[config.mk]
export PLATFORM = sky130hd
export DESIGN_NAME = fft_8_frame_loader
export DESIGN_NICKNAME = d
export VERILOG_FILES = /design/src/rtl/fft_8_frame_loader.sv
export SDC_FILE = /design/constraint.sdc
export NUM_CORES = 1
export LEC_CHECK = 0
export CAP_MARGIN = 25
export CELL_PAD_IN_SITES_DETAIL_PLACEMENT = 1
export CELL_PAD_IN_SITES_GLOBAL_PLACEMENT = 1
export CORE_MARGIN = 1.5
export CORE_UTILIZATION = 46
export CTS_BUF_LIST = sky130_fd_sc_hd__clkbuf_16
export DETAILED_ROUTE_END_ITERATION = 10
export PLACE_DENSITY = 0.77
export REMOVE_ABC_BUFFERS = 1
export SYNTH_ARGS = -nofsm -noshare
export SYNTH_HDL_FRONTEND = slang
export SYNTH_SLANG_ARGS = --single-unit
[constraint.sdc]
create_clock -name clk -period 2.6 [get_ports clk]
set_input_delay 0.78 -clock clk [delete_from_list [all_inputs] [get_ports clk]]
set_output_delay 0.78 -clock clk [all_outputs]
set_load 0.05 [all_outputs]
[src/rtl/fft_8_frame_loader.sv]
// Frame loader for the 8-point FFT: assembles a serial stream of complex
// samples into 8-sample frames in a two-bank buffer. Each finished frame is
// presented in parallel, in arrival order, with its own valid/ready handshake.
module fft_8_frame_loader #(
    parameter int N = 4
) (
    input  logic              clk,
    input  logic              rst_n,
    input  logic              s_valid,
    output logic              s_ready,
    input  logic              s_sof,
    input  logic [2**N-1:0]   s_re,
    input  logic [2**N-1:0]   s_im,
    output logic              frame_valid,
    input  logic              frame_ready,
    output logic [2**N-1:0]   out_0_r,
    output logic [2**N-1:0]   out_0_i,
    output logic [2**N-1:0]   out_1_r,
    output logic [2**N-1:0]   out_1_i,
    output logic [2**N-1:0]   out_2_r,
    output logic [2**N-1:0]   out_2_i,
    output logic [2**N-1:0]   out_3_r,
    output logic [2**N-1:0]   out_3_i,
    output logic [2**N-1:0]   out_4_r,
    output logic [2**N-1:0]   out_4_i,
    output logic [2**N-1:0]   out_5_r,
    output logic [2**N-1:0]   out_5_i,
    output logic [2**N-1:0]   out_6_r,
    output logic [2**N-1:0]   out_6_i,
    output logic [2**N-1:0]   out_7_r,
    output logic [2**N-1:0]   out_7_i,
    output logic              resync_err
);

    localparam int W = 2**N;

    // Storage is kept in flops: all eight entries of the read bank are needed
    // in parallel every cycle, so a block RAM cannot serve it.
    logic [W-1:0] r_re [2][8];
    logic [W-1:0] r_im [2][8];

    logic [1:0]   r_full;
    logic         r_wr_bank;
    logic         r_rd_bank;
    logic [2:0]   r_wr_idx;
    logic         r_resync_err;

    logic         w_accept;
    logic         w_release;
    logic         w_complete;
    logic [2:0]   w_idx;
    logic [1:0]   w_full_next;
    logic [W-1:0] w_out_r [8];
    logic [W-1:0] w_out_i [8];

    // Ready depends on state only, so the consumer's ready never reaches s_ready
    // combinationally. The write bank is only full when both banks are.
    assign s_ready     = ~r_full[r_wr_bank];
    assign w_accept    = s_valid & s_ready;
    assign frame_valid = r_full[r_rd_bank];
    assign w_release   = frame_valid & frame_ready;
    assign resync_err  = r_resync_err;

    // A start-of-frame sample always lands in entry 0, discarding any partial frame.
    assign w_idx      = s_sof ? 3'd0 : r_wr_idx;
    assign w_complete = w_accept & (w_idx == 3'd7);

    // Completion and release always refer to different banks (the write bank
    // is never full while accepting), so both updates can apply together.
    always_comb begin
        w_full_next = r_full;
        if (w_release) begin
            w_full_next[r_rd_bank] = 1'b0;
        end
        if (w_complete) begin
            w_full_next[r_wr_bank] = 1'b1;
        end
    end

    // Control state: bank occupancy, bank pointers, write index, resync pulse.
    always_ff @(posedge clk or negedge rst_n) begin
        if (!rst_n) begin
            r_full       <= 2'b00;
            r_wr_bank    <= 1'b0;
            r_rd_bank    <= 1'b0;
            r_wr_idx     <= 3'd0;
            r_resync_err <= 1'b0;
        end else begin
            r_full       <= w_full_next;
            r_resync_err <= w_accept & s_sof & (r_wr_idx != 3'd0);
            if (w_accept) begin
                r_wr_idx <= w_complete ? 3'd0 : w_idx + 3'd1;
            end
            if (w_complete) begin
                r_wr_bank <= ~r_wr_bank;
            end
            if (w_release) begin
                r_rd_bank <= ~r_rd_bank;
            end
        end
    end

    // Sample storage: write the accepted sample into the current bank/entry.
    always_ff @(posedge clk or negedge rst_n) begin
        if (!rst_n) begin
            for (int b = 0; b < 2; b++) begin
                for (int k = 0; k < 8; k++) begin
                    r_re[b][k] <= '0;
                    r_im[b][k] <= '0;
                end
            end
        end else if (w_accept) begin
            r_re[r_wr_bank][w_idx] <= s_re;
            r_im[r_wr_bank][w_idx] <= s_im;
        end
    end

    // Parallel frame view of the read bank.
    for (genvar gi = 0; gi < 8; gi++) begin : g_out
        assign w_out_r[gi] = r_re[r_rd_bank][gi];
        assign w_out_i[gi] = r_im[r_rd_bank][gi];
    end

    assign out_0_r = w_out_r[0];
    assign out_0_i = w_out_i[0];
    assign out_1_r = w_out_r[1];
    assign out_1_i = w_out_i[1];
    assign out_2_r = w_out_r[2];
    assign out_2_i = w_out_i[2];
    assign out_3_r = w_out_r[3];
    assign out_3_i = w_out_i[3];
    assign out_4_r = w_out_r[4];
    assign out_4_i = w_out_i[4];
    assign out_5_r = w_out_r[5];
    assign out_5_i = w_out_i[5];
    assign out_6_r = w_out_r[6];
    assign out_6_i = w_out_i[6];
    assign out_7_r = w_out_r[7];
    assign out_7_i = w_out_i[7];

endmodule

=== After elaboration in Yosys (flattened, before gate mapping) ===
Index checks and enable logic that the tools add are counted.

* Input port bits: 37
* Register bits after elaboration: 520
* Output and inout bits: 259
* Logic and storage cells: 91

* Magnitude comparators: 9
* Add/sub/neg operators: 1
* Multiplexer cells: 24
* Eq/ne operators: 1
* Reductions and logical operators: 5
* Bitwise gates (word level): 14

{| class="wikitable"
|+ Operators with widths
! cell !! number
|-
| $mux W128 || 7
|-
| $bwmux W256 || 2
|-
| $demux W128 S1 || 1
|-
| $demux W16 S3 || 1
|-
| $mux W16 || 1
|-
| $mux W1 || 6
|-
| $mux W3 || 2
|-
| $and A1 B1 Y1 || 5
|-
| $ge A2 B2 Y1 const B || 2
|-
| $ge A4 B4 Y1 const B || 1
|-
| $logic_and A1 B1 Y1 || 4
|-
| $lt A1 B2 Y1 const B || 2
|-
| $lt A4 B1 Y1 const B || 1
|-
| $mux W2 || 2
|-
| $not A1 Y2 || 2
|-
| $not A3 Y4 || 1
|-
| $add A3 B1 Y3 const B || 1
|-
| $eq A3 B3 Y1 const B || 1
|-
| $not A1 Y1 || 3
|-
| $reduce_bool A3 Y1 || 1
|-
| $and A2 B2 Y2 || 1
|-
| $demux W1 S1 || 2
|-
| $ge A1 B1 Y1 const B || 2
|-
| $lt A2 B1 Y1 const B || 1
|-
| 2 further kinds || 2
|}

=== Longest topological paths before layout ===
Gate-level depths: netlist of the first run.

* Depth after elaboration: 9
* Depth in mapped cells: 7
* Gate-level depth less buffers: 3

=== Worst setup path before layout of the first run ===
Ideal clock, no wire load.

* Path type: register to output
* From: register r_rd_bank
* To: output out_0_r[4]
* Arrival: 1.598 ns
* Stages on the path, launching flop included: 5
* Path slack: 0.222 ns
* Path through: dfrtp_1 -> clkbuf_1 -> clkbuf_1 -> clkbuf_1 -> mux2_2

* Word-level cells in the longest chain between the ends: 4

{| class="wikitable"
|+ Ends and longest elaborated chain
! item !! line !! RTL
|-
| start, declared || 44 || <nowiki>logic r_rd_bank;</nowiki>
|-
| start signal, assigned || 98 || <nowiki>r_rd_bank <= ~r_rd_bank;</nowiki>
|-
| $not A1 Y2 (not written as such) || 120 || <nowiki>assign w_out_r[gi] = r_re[r_rd_bank][gi];</nowiki>
|-
| $mux W128 (3 in series) || - ||
|-
| end, declared || 16 || <nowiki>output logic [2**N-1:0] out_0_r,</nowiki>
|}

Every way passes these cells. The select of a mux whose other input is x is not followed.

=== Worst setup path in the final report of the first run ===
* From: register r_rd_bank
* To: output out_1_i[8]

* Word-level cells in the longest chain between the ends: 4

{| class="wikitable"
|+ Ends and longest elaborated chain
! item !! line !! RTL
|-
| $not A1 Y2 (not written as such) || 121 || <nowiki>assign w_out_i[gi] = r_im[r_rd_bank][gi];</nowiki>
|-
| $mux W128 (3 in series) || - ||
|-
| end, declared || 19 || <nowiki>output logic [2**N-1:0] out_1_i,</nowiki>
|}

Every way passes these cells. The select of a mux whose other input is x is not followed.

==> metrics.csv, run 1 <==
stage,metric,value,unit
critical_path,crit-path max FO,9,
detailed_routing,WL final,68.58,mm
logic_synthesis,register area share after synthesis,57.83,%
logic_synthesis,Syn Inst Count,1451,
critical_path,crit path max-delay cell type,dfrtp_4,
layout,Nets,1836,
place,hpwl dp,40.04,mm
status,status,"finished, violations left",
detailed_routing,Initial DRC Count,742,
timing,final hold vios,0,
run,max-cap viol count,0,
status,failing checks,setup timing,
place,dpl ws,-0.03918,ns
cts,hold buffer count at cts,0,
cts,worst-skew pair later-pin latency,0.61,ns
timing,Final period util,110.6,%
critical_path,"Top cell by count, worst path",buf_12,
floorplan,Die Ht,224.2,um
cts,CTS sink count,520,
layout,layout cells sized above 1,66.45,%
cts,cts bufs inserted,54,
layout,storage element area,13020,um2
timing,Rel. slew slack,52.07,%
power_and_ir_drop,pwr/cell area,1384,nW/um2
floorplan,core area,48050,um2
global_route,"Remaining Overflow, GRT",0,
critical_path,Critical Path Sink Type,output pin,
logic_synthesis,Post-synth ARST share,100.0,%
timing,Hold Slack,0.05278,ns
global_route,vias in the first global route,15355,
critical_path,critical path type,reg2out,
place,IO Port Bufs,295,
logic_synthesis,Synth top cells by count,"768 x mux2_2, 520 x dfrtp_1, 67 x buf_2, 44 x clkbuf_1, 10 x nand3_1",
detailed_routing,vias after detailed routing,13836,
detailed_routing,mean routed wirelength per cell,27.91,um
detailed_routing,ANT nets after route,0,
layout,diode count,0,
cts,"Clk pin slew, worst setup/hold paths",0.06,ns
place,RD Place Congestion,0.7500,
logic_synthesis,top_reg_cell synth,dfrtp_1,
global_route,initial antenna violation count,0,
power_and_ir_drop,Leak,14.42,nW
logic_synthesis,Synth area leader,dfrtp_1,
detailed_routing,vias per cell,5.631,
timing,worst setup margin,-0.2745,ns
cts,Root Buffer,clkbuf_16,
critical_path,"slowest stage delay, CP",0.52,ns
detailed_routing,remaining routing DRC violations,0,
logic_synthesis,Synth warnings,0,
power_and_ir_drop,peak supply drop,1055,uV
global_route,GRT Util Overall,27.33,%
critical_path,crit-path cells,buf_12 -> buf_12 -> buf_16 -> mux2_4 -> buf_6,
layout,synth-to-layout area growth,31.53,%
timing,unrepaired setup endpoints after global routing,yes,
layout,Finished Layout Cells,2457,
timing,Final setup violation count,257,
floorplan,Die ar.,50250,um2
logic_synthesis,Syn Area/Cell,15.51,um2
cts,CTS Buffer Depth,3,
logic_synthesis,Yosys top cell area share,57.83,%
place,Placed Instances,2325,
logic_synthesis,Mapped Area,22500,um2
cts,H-tree depth,2,
logic_synthesis,#FFs+latches synth,520,
min_path,Hold Path Class,in2async,
logic_synthesis,post-synthesis cell type count,30,
detailed_routing,Detailed Routing Iterations Pass 1,6,
critical_path,Worst EP arrival,2.09,ns
timing,Max Clock Freq,347.9,MHz
timing,"Slew Viols, Final",0,
global_route,first-pass GRT wire length,101.8,mm
timing,Setup Skew,0.02687,ns
timing,min cycle time layout,2.875,ns
cts,CTS tree,built,
logic_synthesis,number of flops mapped to enable cells by yosys,0,
critical_path,reg2reg start,r_wr_idx[1],
layout,Layout fillers,4346,
floorplan,# rows,80,
global_route,pin count of the biggest net entering global routing,81,
floorplan,starting density of the core,46.84,%
logic_synthesis,Area contributors post-synth,"dfrtp_1 58%, mux2_2 38%, buf_2 1.5%",
timing,Slew @ Worst Pin,0.7166,ns
layout,area of the multi-input gates,9253,um2
critical_path,CP Launch Point,r_rd_bank,
critical_path,CP Launch Type,register,
floorplan,Ports,296,
critical_path,CP required,1.82,ns
floorplan,die width,224.2,um
logic_synthesis,most common cell in the netlist,mux2_2,
cell usage in the layout (no fill, tap or decap), drive strengths merged, types with 2 or more instances in the layout:
cell type / netlist / layout
mux2: 770 / 770
dfrtp: 520 / 520
buf: 72 / 366
clkbuf: 45 / 62
clkdlybuf4s50: 0 / 36
clkinv: 0 / 25
inv: 2 / 17
nand3: 10 / 10
nand2: 4 / 4
nor2b: 3 / 3
bufinv: 0 / 3
nor3b: 3 / 3
nor2: 2 / 2
o21ai: 2 / 2
nor3: 2 / 2
and4: 2 / 2
o211ai: 2 / 2
nand4: 2 / 2
power breakdown:
group,total (mW),leakage (nW),internal [mW],switching [mW]
Sequential,12.9,6.80,11.1,1.75
Clock,7.34,0.854,4.11,3.24
Combinational,20.7,6.77,9.02,11.7
Total,41.0,14.4,24.3,16.7
worst max-delay path: cells and delay by family (launching register included):
family / cells / cell delay (ns)
DFF: 1 / 0.52
muxes: 1 / 0.33
buffers and inverters: 4 / 0.63
registers in the layout (all words and copies together) (netlist names):
register / flops
r_wr_idx: 3
r_rd_bank: 1
r_full: 2
resync_err: 1
r_re: 256
r_im: 256
r_wr_bank: 1
through the flow:
stage / power [mW] / area (um2) / util, % / setup TNS, ns
floorplan: 23.46 / 21960 / - / -1265.64
detailed placement: 30.68 / 26270 / 54.67 / -0.8272
CTS: 40.32 / 29190 / 60.76 / -56.91
finish: 40.97 / 29600 / 61.60 / -46.50
global placement: 30.14 / 26270 / 54.67 / 0
global route: 42.50 / 29600 / 61.60 / -57.67
per-layer routing:
layer  routed length (um)  up-vias  part of all wire (%)  track usage, %
li1                     -     5910                     -               -
met1                29600     7506                    43           37.20
met2                34290      318                    50           45.29
met3                 3138      102                   4.6           4.984
met4                 1556        0                   2.3           6.971
met5                    0        -                     0               0
timing repair:
action,in CTS,in global routing
gates resized for setup,196,80
gates cloned,14,7
setup buffers,13,3
endpoints found under the setup margin,257,257
kinds of logic after synthesis:
| logic type | synth area share, % |
|---|---|
| DFF | 57.83 |
| and+or+nand+nor | 0.8007 |
| buffers and inverters | 2.446 |
| muxes | 38.58 |
| AOI/OAI and AO/OA | 0.3503 |
worst paths after layout:
path / endpoint / cells after the start / slack, ns
worst max-delay path: out_1_i[8] / 5 / -0.27
worst min-delay path: r_im[134] / 1 / 0.05
worst max register to register: r_re[214] / 4 / 0.57
worst min register to register: r_re[42] / 1 / 0.50
max in group asynchronous: r_im[228] / 3 / 1.59
min in group clk: r_re[42] / 1 / 0.50
layout make-up:
type                            count  share of cell area (%)
Tap cell                          615                   2.600
Clock inverter                     44                  0.9004
Timing Repair Buffer              409                   16.59
Clock buffer                       55                   4.650
Inverter                            2                 0.02536
Multi-Input combinational cell    812                   31.26
Sequential cell                   520                   43.98
Note: power is estimated with default switching activity, not from simulation.
==> run 2: changes to the inputs <==
--- a/config.mk
+++ b/config.mk
@@ -11,8 +11,10 @@
 export CORE_MARGIN = 1.5
 export CORE_UTILIZATION = 46
 export CTS_BUF_LIST = sky130_fd_sc_hd__clkbuf_16
+export CTS_CLUSTER_SIZE = 10
 export DETAILED_ROUTE_END_ITERATION = 10
 export PLACE_DENSITY = 0.77
+export RECOVER_POWER = 50
 export REMOVE_ABC_BUFFERS = 1
 export SYNTH_ARGS = -nofsm -noshare
 export SYNTH_HDL_FRONTEND = slang
==> metrics.csv, run 2 (synthesis gave the netlist of run 1 again) <==
stage,metric,value,unit
status,status,"finished, violations left",
status,failing checks,"capacitance limit, slew limit, setup timing",
timing,Rel. slew slack,-36.16,%
min_path,Hold Path Class,reg2reg,
layout,layout cells sized above 1,67.00,%
place,"Cell Area, Placed",26270,um2
critical_path,"Top cell by count, worst path",buf_12,
layout,synth-to-layout area growth,31.10,%
critical_path,CP Launch Type,register,
detailed_routing,mean routed wirelength per cell,28.28,um
cts,CTS tree,built,
cts,cts bufs inserted,59,
timing,Slew @ Worst Pin,2.042,ns
global_route,vias in the first global route,15382,
cts,"Clk pin slew, worst setup/hold paths",0.06,ns
layout,Layout fillers,4344,
timing,Hold Slack,0.4974,ns
critical_path,crit-path max FO,7,
detailed_routing,remaining routing DRC violations,0,
detailed_routing,Initial DRC Count,629,
floorplan,Die ar.,50250,um2
layout,"most common cell after layout, fill and taps aside",mux2_2,
place,IO Port Bufs,295,
cts,hold buffer count at cts,0,
critical_path,CP Launch Point,r_rd_bank,
timing,final hold vios,0,
detailed_routing,vias after detailed routing,13776,
power_and_ir_drop,pwr/cell area,1385,nW/um2
cts,CTS sink count,520,
min_path,Hold Crit Depth,1,
floorplan,Ports,296,
global_route,first-pass GRT wire length,100.7,mm
place,RD Place Congestion,0.7500,
layout,final core utilization,61.40,%
min_path,Hold Crit Start,r_re[42],
critical_path,R2R depth,4,
critical_path,Worst EP arrival,2.11,ns
timing,min cycle time layout,2.886,ns
layout,diode count,0,
layout,Nets,1841,
critical_path,critical path type,reg2out,
min_path,hold endpoint,r_re[42],
timing,Max Clock Freq,346.5,MHz
timing,Final setup violation count,258,
detailed_routing,WL final,68.72,mm
floorplan,starting density of the core,46.84,%
power_and_ir_drop,Leak,14.35,nW
critical_path,Critical Path Sink Type,output pin,
timing,unrepaired setup endpoints after global routing,yes,
cts,H-tree depth,2,
timing,Final period util,111.0,%
layout,largest registers,"r_im: 256 flops, r_re: 256 flops, r_wr_idx: 3 flops",
floorplan,die width,224.2,um
power_and_ir_drop,peak supply drop,995.3,uV
global_route,"Remaining Overflow, GRT",0,
floorplan,Die Ht,224.2,um
critical_path,crit path max-delay cell type,dfrtp_4,
critical_path,reg2reg start,r_wr_idx[1],
timing,"Slew Viols, Final",34,
timing,Fin Setup TNS,-57.10,ns
layout,"commonest non-fill, non-tap cells in the layout","702 x mux2_2, 519 x dfrtp_1, 171 x buf_6",
global_route,pin count of the biggest net entering global routing,81,
place,dpl ws,-0.03918,ns
critical_path,Worst R2R End,r_re[218],
global_route,GRT Util Overall,27.13,%
detailed_routing,Detailed Routing Iterations Pass 1,4,
critical_path,crit-path cells,buf_12 -> buf_12 -> buf_16 -> mux2_4 -> buf_6,
run,max-cap viol count,1,
cts,CTS Buffer Depth,3,
detailed_routing,vias per cell,5.669,
floorplan,core area,48050,um2
critical_path,FF-to-FF setup slack,0.61,ns
cts,Root Buffer,clkbuf_16,
critical_path,"slowest stage delay, CP",0.53,ns
place,hpwl dp,40.04,mm
floorplan,# rows,80,
timing,worst setup margin,-0.2863,ns
critical_path,CP required,1.82,ns
detailed_routing,ANT nets after route,0,
global_route,initial antenna violation count,0,
timing,Setup Skew,0.02107,ns
layout,post-route design area,29500,um2
cts,worst-skew pair later-pin latency,0.61,ns
run 2: changes by cell type in the layout (fill, tap and decap cells not counted), moves of 4 or more:
cell	before	now
buf_12	47	39
buf_4	125	116
buf_8	9	15
clkbuf_16	62	67
clkinv_1	18	2
clkinv_2	7	0
inv_1	15	11
run 2: what timing repair did:
action	CTS	global route
gates resized for setup	232	57
setup endpoints to repair	257	258
cloned	13	9
setup buffers	11	0
pin swaps	0	0
run 2: worst max-delay path: cells and delay by family, from the launching register on:
kind	cells	cell delay, ns
multiplexers	1	0.34
flip-flops	1	0.53
buffers and inverters	4	0.64
run 2: layout make-up:
cell class	count	area (um2)	area share (%)
sequential	520	13020	44.12
tap	615	769.5	2.608
clock buffer	59	1476	5.005
multi-input combinational	812	9249	31.35
timing repair buffer	409	4923	16.69
inverter	2	7.507	0.02545
clock inverter	13	58.81	0.1993
run 2: worst max path at each step:
stage | to | depth (start not counted) | slack (ns)
after detailed placement | r_im[31] | 5 | -0.04
after global placement | r_im[21] | 5 | 0.03
after global routing | out_6_i[10] | 5 | -0.32
after CTS | out_2_r[10] | 5 | -0.29
after floorplan | frame_valid | 1 | -4.79
final | out_6_r[11] | 5 | -0.29
run 2: through the flow:
step           std cells  power, mW
6_report            2430      40.87
5_1_grt             2430      42.39
4_1_cts             2421      40.20
3_5_place_dp        2325      30.68
3_3_place_gp        2325      30.14
2_1_floorplan       1334      23.46
run 2: metal layers:
layer  vias to the layer above  track usage (%)  wire length [um]  part of all wire, %
li1                       5890                -                 -                    -
met1                      7500            37.03             30310                   44
met2                       301            44.81             34240                   50
met3                        85            4.250              2684                  3.9
met4                         0            8.119              1485                  2.2
met5                         -                0                 0                    0
run 2: report_power, final:
group	switching, mW	internal (mW)
combinational	11.8	9.13
sequential	1.74	11.2
clock	3.10	3.98
total	16.6	24.3
